`src/rtl/mips16_dbg_pkg.sv`:
```
// Shared state and status encodings for the mips16 run controller.
// Imported by the controller top and its trace storage.
package mips16_dbg_pkg;

  localparam logic [1:0] ST_IDLE = 2'd0;
  localparam logic [1:0] ST_HOLD = 2'd1;
  localparam logic [1:0] ST_RUN  = 2'd2;
  localparam logic [1:0] ST_DONE = 2'd3;

  typedef enum logic [1:0] {
    S_IDLE = ST_IDLE,
    S_HOLD = ST_HOLD,
    S_RUN  = ST_RUN,
    S_DONE = ST_DONE
  } run_state_t;

  localparam logic [1:0] STAT_NONE    = 2'd0;
  localparam logic [1:0] STAT_HALT    = 2'd1;
  localparam logic [1:0] STAT_TIMEOUT = 2'd2;
  localparam logic [1:0] STAT_ABORT   = 2'd3;

endpackage

```
`src/rtl/mips16_trace_ram.sv`:
```
// Trace storage: one write port, one registered read port.
// Storage is not reset; validity is tracked by the controller.
module mips16_trace_ram #(
  parameter int DEPTH = 16,
  parameter int WIDTH = 32,
  parameter int AW    = $clog2(DEPTH)
) (
  input  logic             clk,
  input  logic             we,
  input  logic [AW-1:0]    wr_addr,
  input  logic [WIDTH-1:0] wr_data,
  input  logic [AW-1:0]    rd_addr,
  output logic [WIDTH-1:0] rd_data
);

  logic [WIDTH-1:0] mem [DEPTH];

  // Sample write into the array
  always_ff @(posedge clk) begin
    if (we) mem[wr_addr] <= wr_data;
  end

  // Registered read, one cycle after the address
  always_ff @(posedge clk) begin
    rd_data <= mem[rd_addr];
  end

endmodule

```
`src/rtl/mips16_run_ctrl.sv`:
```
// Run controller: holds the core in reset, runs it, detects
// halt/timeout/abort and keeps a circular (pc, alu) trace.
module mips16_run_ctrl
  import mips16_dbg_pkg::*;
#(
  parameter int DATA_W      = 16,
  parameter int CNT_W       = 16,
  parameter int RST_CYCLES  = 5,
  parameter int MAX_CYCLES  = 250,
  parameter int STALL_LIMIT = 8,
  parameter int TRACE_DEPTH = 16
) (
  input  logic                         clk,
  input  logic                         reset,
  input  logic                         start,
  input  logic                         abort,
  input  logic [DATA_W-1:0]            pc_in,
  input  logic [DATA_W-1:0]            alu_in,
  output logic                         core_reset,
  output logic                         running,
  output logic                         done,
  output logic [1:0]                   status,
  output logic [CNT_W-1:0]             cycle_count,
  output logic [$clog2(TRACE_DEPTH):0] trace_count,
  input  logic [$clog2(TRACE_DEPTH)-1:0] rd_addr,
  output logic [DATA_W-1:0]            rd_pc,
  output logic [DATA_W-1:0]            rd_alu
);

  localparam int AW = $clog2(TRACE_DEPTH);
  localparam int TW = AW + 1;
  localparam int HW = $clog2(RST_CYCLES + 1);
  localparam int SW = $clog2(STALL_LIMIT + 1);

  localparam logic [HW-1:0]    HOLD_LAST = HW'(RST_CYCLES - 1);
  localparam logic [SW-1:0]    STALL_MAX = SW'(STALL_LIMIT);
  localparam logic [CNT_W-1:0] CYC_MAX   = CNT_W'(MAX_CYCLES);
  localparam logic [TW-1:0]    TR_FULL   = TW'(TRACE_DEPTH);

  run_state_t state_q, state_d;

  logic [HW-1:0]       hold_q, hold_d;
  logic [SW-1:0]       stall_q, stall_d, stall_inc;
  logic [CNT_W-1:0]    cyc_d, cyc_inc;
  logic [TW-1:0]       tcnt_d;
  logic [AW-1:0]       wptr_q, wptr_d, rd_idx;
  logic [1:0]          status_d;
  logic [DATA_W-1:0]   pc_prev_q;
  logic [2*DATA_W-1:0] rd_data;
  logic                pc_same, stall_hit, we, rd_ok_q;

  assign cyc_inc   = cycle_count + CNT_W'(1);
  assign stall_inc = stall_q + SW'(1);
  // First RUN cycle has no meaningful previous pc
  assign pc_same   = (cycle_count != '0) && (pc_in == pc_prev_q);
  assign stall_hit = pc_same && (stall_inc == STALL_MAX);

  // Next-state, counters and exit decision
  always_comb begin
    state_d  = state_q;
    hold_d   = hold_q;
    stall_d  = stall_q;
    cyc_d    = cycle_count;
    tcnt_d   = trace_count;
    wptr_d   = wptr_q;
    status_d = status;
    we       = 1'b0;
    unique case (state_q)
      S_IDLE, S_DONE: begin
        if (start) begin
          state_d  = S_HOLD;
          hold_d   = '0;
          stall_d  = '0;
          cyc_d    = '0;
          tcnt_d   = '0;
          wptr_d   = '0;
          status_d = STAT_NONE;
        end
      end
      S_HOLD: begin
        if (hold_q == HOLD_LAST) state_d = S_RUN;
        else                     hold_d  = hold_q + HW'(1);
      end
      S_RUN: begin
        we      = 1'b1;
        cyc_d   = cyc_inc;
        wptr_d  = wptr_q + AW'(1);
        stall_d = pc_same ? stall_inc : '0;
        if (trace_count != TR_FULL) tcnt_d = trace_count + TW'(1);
        if (abort) begin
          state_d  = S_DONE;
          status_d = STAT_ABORT;
        end else if (stall_hit) begin
          state_d  = S_DONE;
          status_d = STAT_HALT;
        end else if (cyc_inc == CYC_MAX) begin
          state_d  = S_DONE;
          status_d = STAT_TIMEOUT;
        end
      end
      default: state_d = S_IDLE;
    endcase
  end

  // State, counters and registered state-decoded outputs
  always_ff @(posedge clk or posedge reset) begin
    if (reset) begin
      state_q     <= S_IDLE;
      hold_q      <= '0;
      stall_q     <= '0;
      cycle_count <= '0;
      trace_count <= '0;
      wptr_q      <= '0;
      status      <= STAT_NONE;
      pc_prev_q   <= '0;
      core_reset  <= 1'b1;
      running     <= 1'b0;
      done        <= 1'b0;
    end else begin
      state_q     <= state_d;
      hold_q      <= hold_d;
      stall_q     <= stall_d;
      cycle_count <= cyc_d;
      trace_count <= tcnt_d;
      wptr_q      <= wptr_d;
      status      <= status_d;
      pc_prev_q   <= pc_in;
      core_reset  <= (state_d != S_RUN);
      running     <= (state_d == S_RUN);
      done        <= (state_d == S_DONE);
    end
  end

  // Map logical index (0 = oldest) onto the circular buffer
  assign rd_idx = wptr_q - trace_count[AW-1:0] + rd_addr;

  // Remember whether the requested entry holds valid data
  always_ff @(posedge clk or posedge reset) begin
    if (reset) rd_ok_q <= 1'b0;
    else       rd_ok_q <= ({1'b0, rd_addr} < trace_count);
  end

  mips16_trace_ram #(
    .DEPTH (TRACE_DEPTH),
    .WIDTH (2 * DATA_W)
  ) u_trace (
    .clk     (clk),
    .we      (we),
    .wr_addr (wptr_q),
    .wr_data ({pc_in, alu_in}),
    .rd_addr (rd_idx),
    .rd_data (rd_data)
  );

  assign rd_pc  = rd_ok_q ? rd_data[2*DATA_W-1:DATA_W] : '0;
  assign rd_alu = rd_ok_q ? rd_data[DATA_W-1:0]        : '0;

endmodule

```
`config.mk`:
```
export PLATFORM = sky130hd
export DESIGN_NAME = mips16_run_ctrl
export DESIGN_NICKNAME = d
export VERILOG_FILES = /design/src/rtl/mips16_dbg_pkg.sv /design/src/rtl/mips16_trace_ram.sv /design/src/rtl/mips16_run_ctrl.sv
export SDC_FILE = /design/constraint.sdc
export NUM_CORES = 1
export LEC_CHECK = 0
export ABC_AREA = 1
export BUFFER_PORTS_ARGS = -buffer_cell sky130_fd_sc_hd__buf_4
export CAP_MARGIN = 25
export CORE_MARGIN = 8
export CORE_UTILIZATION = 54
export DETAILED_ROUTE_END_ITERATION = 6
export HOLD_SLACK_MARGIN = 0.02
export PLACE_DENSITY = 0.71
export SETUP_SLACK_MARGIN = 0.2
export SLEW_MARGIN = 40
export SYNTH_ARGS = -nofsm -noshare
export SYNTH_HDL_FRONTEND = slang
export SYNTH_HIERARCHICAL = 1
export SYNTH_SLANG_ARGS = --single-unit
```
`constraint.sdc`:
```
create_clock -name clk -period 5.3 [get_ports clk]
set_input_delay 0.265 -clock clk [delete_from_list [all_inputs] [get_ports clk]]
set_output_delay 0.265 -clock clk [all_outputs]
set_load 0.01 [all_outputs]
```
==> impl_metrics.py <==
metrics = {
    "outcome": {
        "outcome": "completed",
    },
    "floorplan": {
        "initial_core_util_pct": 54.2,
        "fp.dieH_um": 237,
        "die-area_um2": 55900,
        "dieWidth_um": 237,
        "core-area_um2": 48400,
        "rows": 81,
        "pin_count": 98,
    },
    "critical_path": {
        "cp_slowest_cell": "buf_4",
        "crit_buf_inv": 6,
        "cp-start-kind": "flop",
        "critPathMaxStageDelay_ps": 600,
        "worstSetupPathType": "reg -> reg",
        "crit_arrival_ps": 4100,
        "critical-path-top-delay-family": "buffers and inverters",
        "cp.required_ps": 5850,
        "worst_setup_path_end_kind": "flop",
        "worstPathCellList": "inv_1 -> ha_1 -> inv_1 -> ha_4 -> inv_1 -> fa_1 -> inv_4 -> inv_4 -> buf_4 -> nand3_1 -> nand3_1 -> nand3_1 -> nand2_1",
        "crit_fanout": 49,
    },
    "global_route": {
        "grtUsageTotal_pct": 21.8,
        "grt_pass1_vias": 17500,
        "antenna_found_initial": 1,
        "grt_max_degree": 178,
        "grt_pass1_wl_um": 96500,
        "overflow": 0,
    },
    "logic_synthesis": {
        "synth_top_area_share_pct": 58.5,
        "syn_area_per_cell_um2": 10.1,
        "synth_cell_type_count": 38,
        "synthTopCellsByArea": "edfxtp_1 (59%), nand2_1 (12%), nand3_1 (7.7%)",
        "syn_nets": 2659,
        "syn_inst": 2596,
        "synth_area_leader_cell": "edfxtp_1",
        "synth_edf_count": 512,
        "netlist_area_um2": 26300,
        "synth.most_common_cell": "nand2_1",
        "ys_top_cells_by_count": "nand2_1 (815), edfxtp_1 (512), inv_1 (489)",
        "async_flop_share_pct": 9.33,
        "ys_seq_area_share_pct": 66.3,
        "synth_ff_type": "edfxtp_1",
        "ys_ff_latch": 600,
        "ys_warn_count": 6,
    },
    "timing": {
        "rsz0062_at_grt": "false",
        "finalHoldViolCount": 0,
        "period_minus_slack_ps": 3550,
        "period_share_pct": 67.0,
        "fin_setup_tns_ps": 0,
        "hold_ws_ps": 84.0,
        "slew_headroom_pct": 42.5,
        "slew_viol_final": 0,
        "clock_skew_ps": 15.9,
        "worstMarginPinSlew_ps": 860,
        "setup_violations": 0,
        "fmax_ghz": 0.282,
    },
    "pwr": {
        "irDropWorstVdd_mv": 1.16,
        "combPwrFrac_pct": 44.8,
        "netSwitchingFraction_pct": 41.9,
        "switching_power_mw": 7.53,
        "p_per_area_nw_per_um2": 599,
        "p_int_mw": 10.4,
        "power_frac_seq_pct": 31.7,
        "p_leak_nw": 13.3,
        "clockPowerShare_pct": 23.6,
    },
    "finish": {
        "nNetsFinal": 2780,
        "final_core_util_pct": 62.0,
        "layout-drive-gt1-share_pct": 10.2,
        "nFillCells": 3862,
        "area_growth_pct": 14.3,
    },
    "clocking": {
        "postCtsSetupBuffers": 0,
        "root_buffer": "clkbuf_16",
        "cts_buffer_depth": 3,
        "ctsResizeCount": 0,
        "cts_buffers": 59,
        "cts_tree": "built",
        "clkSinkCount": 600,
        "clk_pin_slew_worst_paths_ps": 60,
        "cts.htree.levels": 2,
        "insertion_delay_ps": 610,
    },
    "min_path": {
        "hp-class": "in -> reg",
    },
    "job": {
        "maxCapViolations": 0,
    },
    "detailed_routing": {
        "first_pass_iters": 5,
        "drc": 0,
        "drt.antenna.violating_nets": 0,
        "vias_per_cell": 5.28,
        "drtIter0Drc": 1525,
        "num_vias": 17900,
        "wire_per_inst_um": 18.3,
        "wirelength_um": 62000,
    },
    "placed_design": {
        "dp_hpwl_um": 33900,
        "gp_congestion": 0.821,
        "io_buffer_count": 97,
    },
}
logic make-up (layout without fill, tap and decap cells):
kind of cell,count (synthesis),in the layout,synth area share [%]
simple gates,1300,1300,20.9
fa+ha+maj,23,23,1.18
xor+xnor,20,20,0.667
compound gates,48,48,1.02
other cells,0,1,0
buf+inv,604,776,9.82
flops,600,600,66.3
mux,1,1,0.0429
flip-flops by register name, summed over array words and instances, names as in the netlist, 2 cells and up:
name and count:
u_trace/mem 512, u_trace/rd_data 32, cycle_count 16, pc_prev_q 16
trace_count 5, stall_q 4, wptr_q 4, hold_q 3
state_q 2, status 2
timing repair:
action / 4_1_cts / 5_1_grt
hold endpoints to repair: 586 / 0
hold buffers: 36 / 0
endpoints found under the setup margin: 0 / 0
worst reg2reg max path: cells and delay by family, from the launching register on:
| family | cells | cell delay [ps] |
|---|---|---|
| buffers and inverters | 6 | 1590 |
| adder cells (fa/ha/maj) | 3 | 950 |
| AND/OR/NAND/NOR | 4 | 480 |
| flip-flops | 1 | 460 |
layer usage:
metal / part of all wire [%] / GRT usage [%] / up-vias
met3: 7.1 / 3.20 / 125
met2: 49 / 37.2 / 646
met4: 3.0 / 7.68 / 0
met5: 0 / 0 / -
met1: 41 / 28.3 / 8581
li1: - / - / 8551
final cells by class:
type | instances | area [µm²] | area share (%)
timing repair buffer | 170 | 1530 | 5.09
clock buffer | 77 | 1660 | 5.52
sequential | 600 | 17400 | 58.0
multi-input combinational | 1392 | 6410 | 21.4
inverter | 494 | 1870 | 6.24
clock inverter | 35 | 342 | 1.14
tap | 622 | 778 | 2.59
antenna | 1 | 2.50 | 0.00834
final timing paths:
kind / to / slack (ps) / depth (start not counted) / start
hold reg to reg: status[0]$_DFFE_PP0P_ / 490 / 2 / status[0]$_DFFE_PP0P_
min in group asynchronous: pc_prev_q[5]$_DFF_PP0_ / 350 / 4 / reset
setup / recovery: u_trace/rd_data[19]$_DFF_P_ / 1750 / 13 / wptr_q[0]$_DFFE_PP0P_
setup reg to reg: u_trace/rd_data[19]$_DFF_P_ / 1750 / 13 / wptr_q[0]$_DFFE_PP0P_
hold / removal: rd_ok_q$_DFF_PP0_ / 80 / 5 / rd_addr[2]
max in group asynchronous: rd_ok_q$_DFF_PP0_ / 4500 / 4 / reset
through the flow:
| step | instances | instance area [µm²] | setup slack, ps | power (mW) |
|---|---|---|---|---|
| global route | 3390 | 30000 | 1520 | 19.1 |
| global placement | 3233 | 27400 | 1790 | 13.5 |
| CTS | 3389 | 30000 | 1710 | 18.0 |
| floorplan | 2596 | 26300 | 2540 | 11.8 |
| detailed placement | 3241 | 27600 | 1730 | 13.7 |
| finish | 3391 | 30000 | 1750 | 18.0 |
cell usage in the layout, fill, tap and decap left out, types with 21 or more instances in the layout:
cell / count
nand3_1: 405
dfrtp_1: 54
buf_4: 118
inv_1: 486
clkbuf_16: 60
o21ai_0: 21
dfxtp_1: 32
nor2_1: 30
dlygate4sd3_1: 36
edfxtp_1: 512
nand2_1: 815
power groups by stage:
| stage | logic [mW] | registers (mW) | clock network (mW) |
|---|---|---|---|
| 2_1_floorplan | 6.00 | 5.75 | 0 |
| 3_3_place_gp | 7.67 | 5.78 | 0 |
| 3_5_place_dp | 7.89 | 5.79 | 0 |
| 4_1_cts | 7.97 | 5.69 | 4.30 |
| 5_1_grt | 8.88 | 5.72 | 4.49 |
| 6_report | 8.04 | 5.69 | 4.23 |
Power figures use the tool's default switching activity.
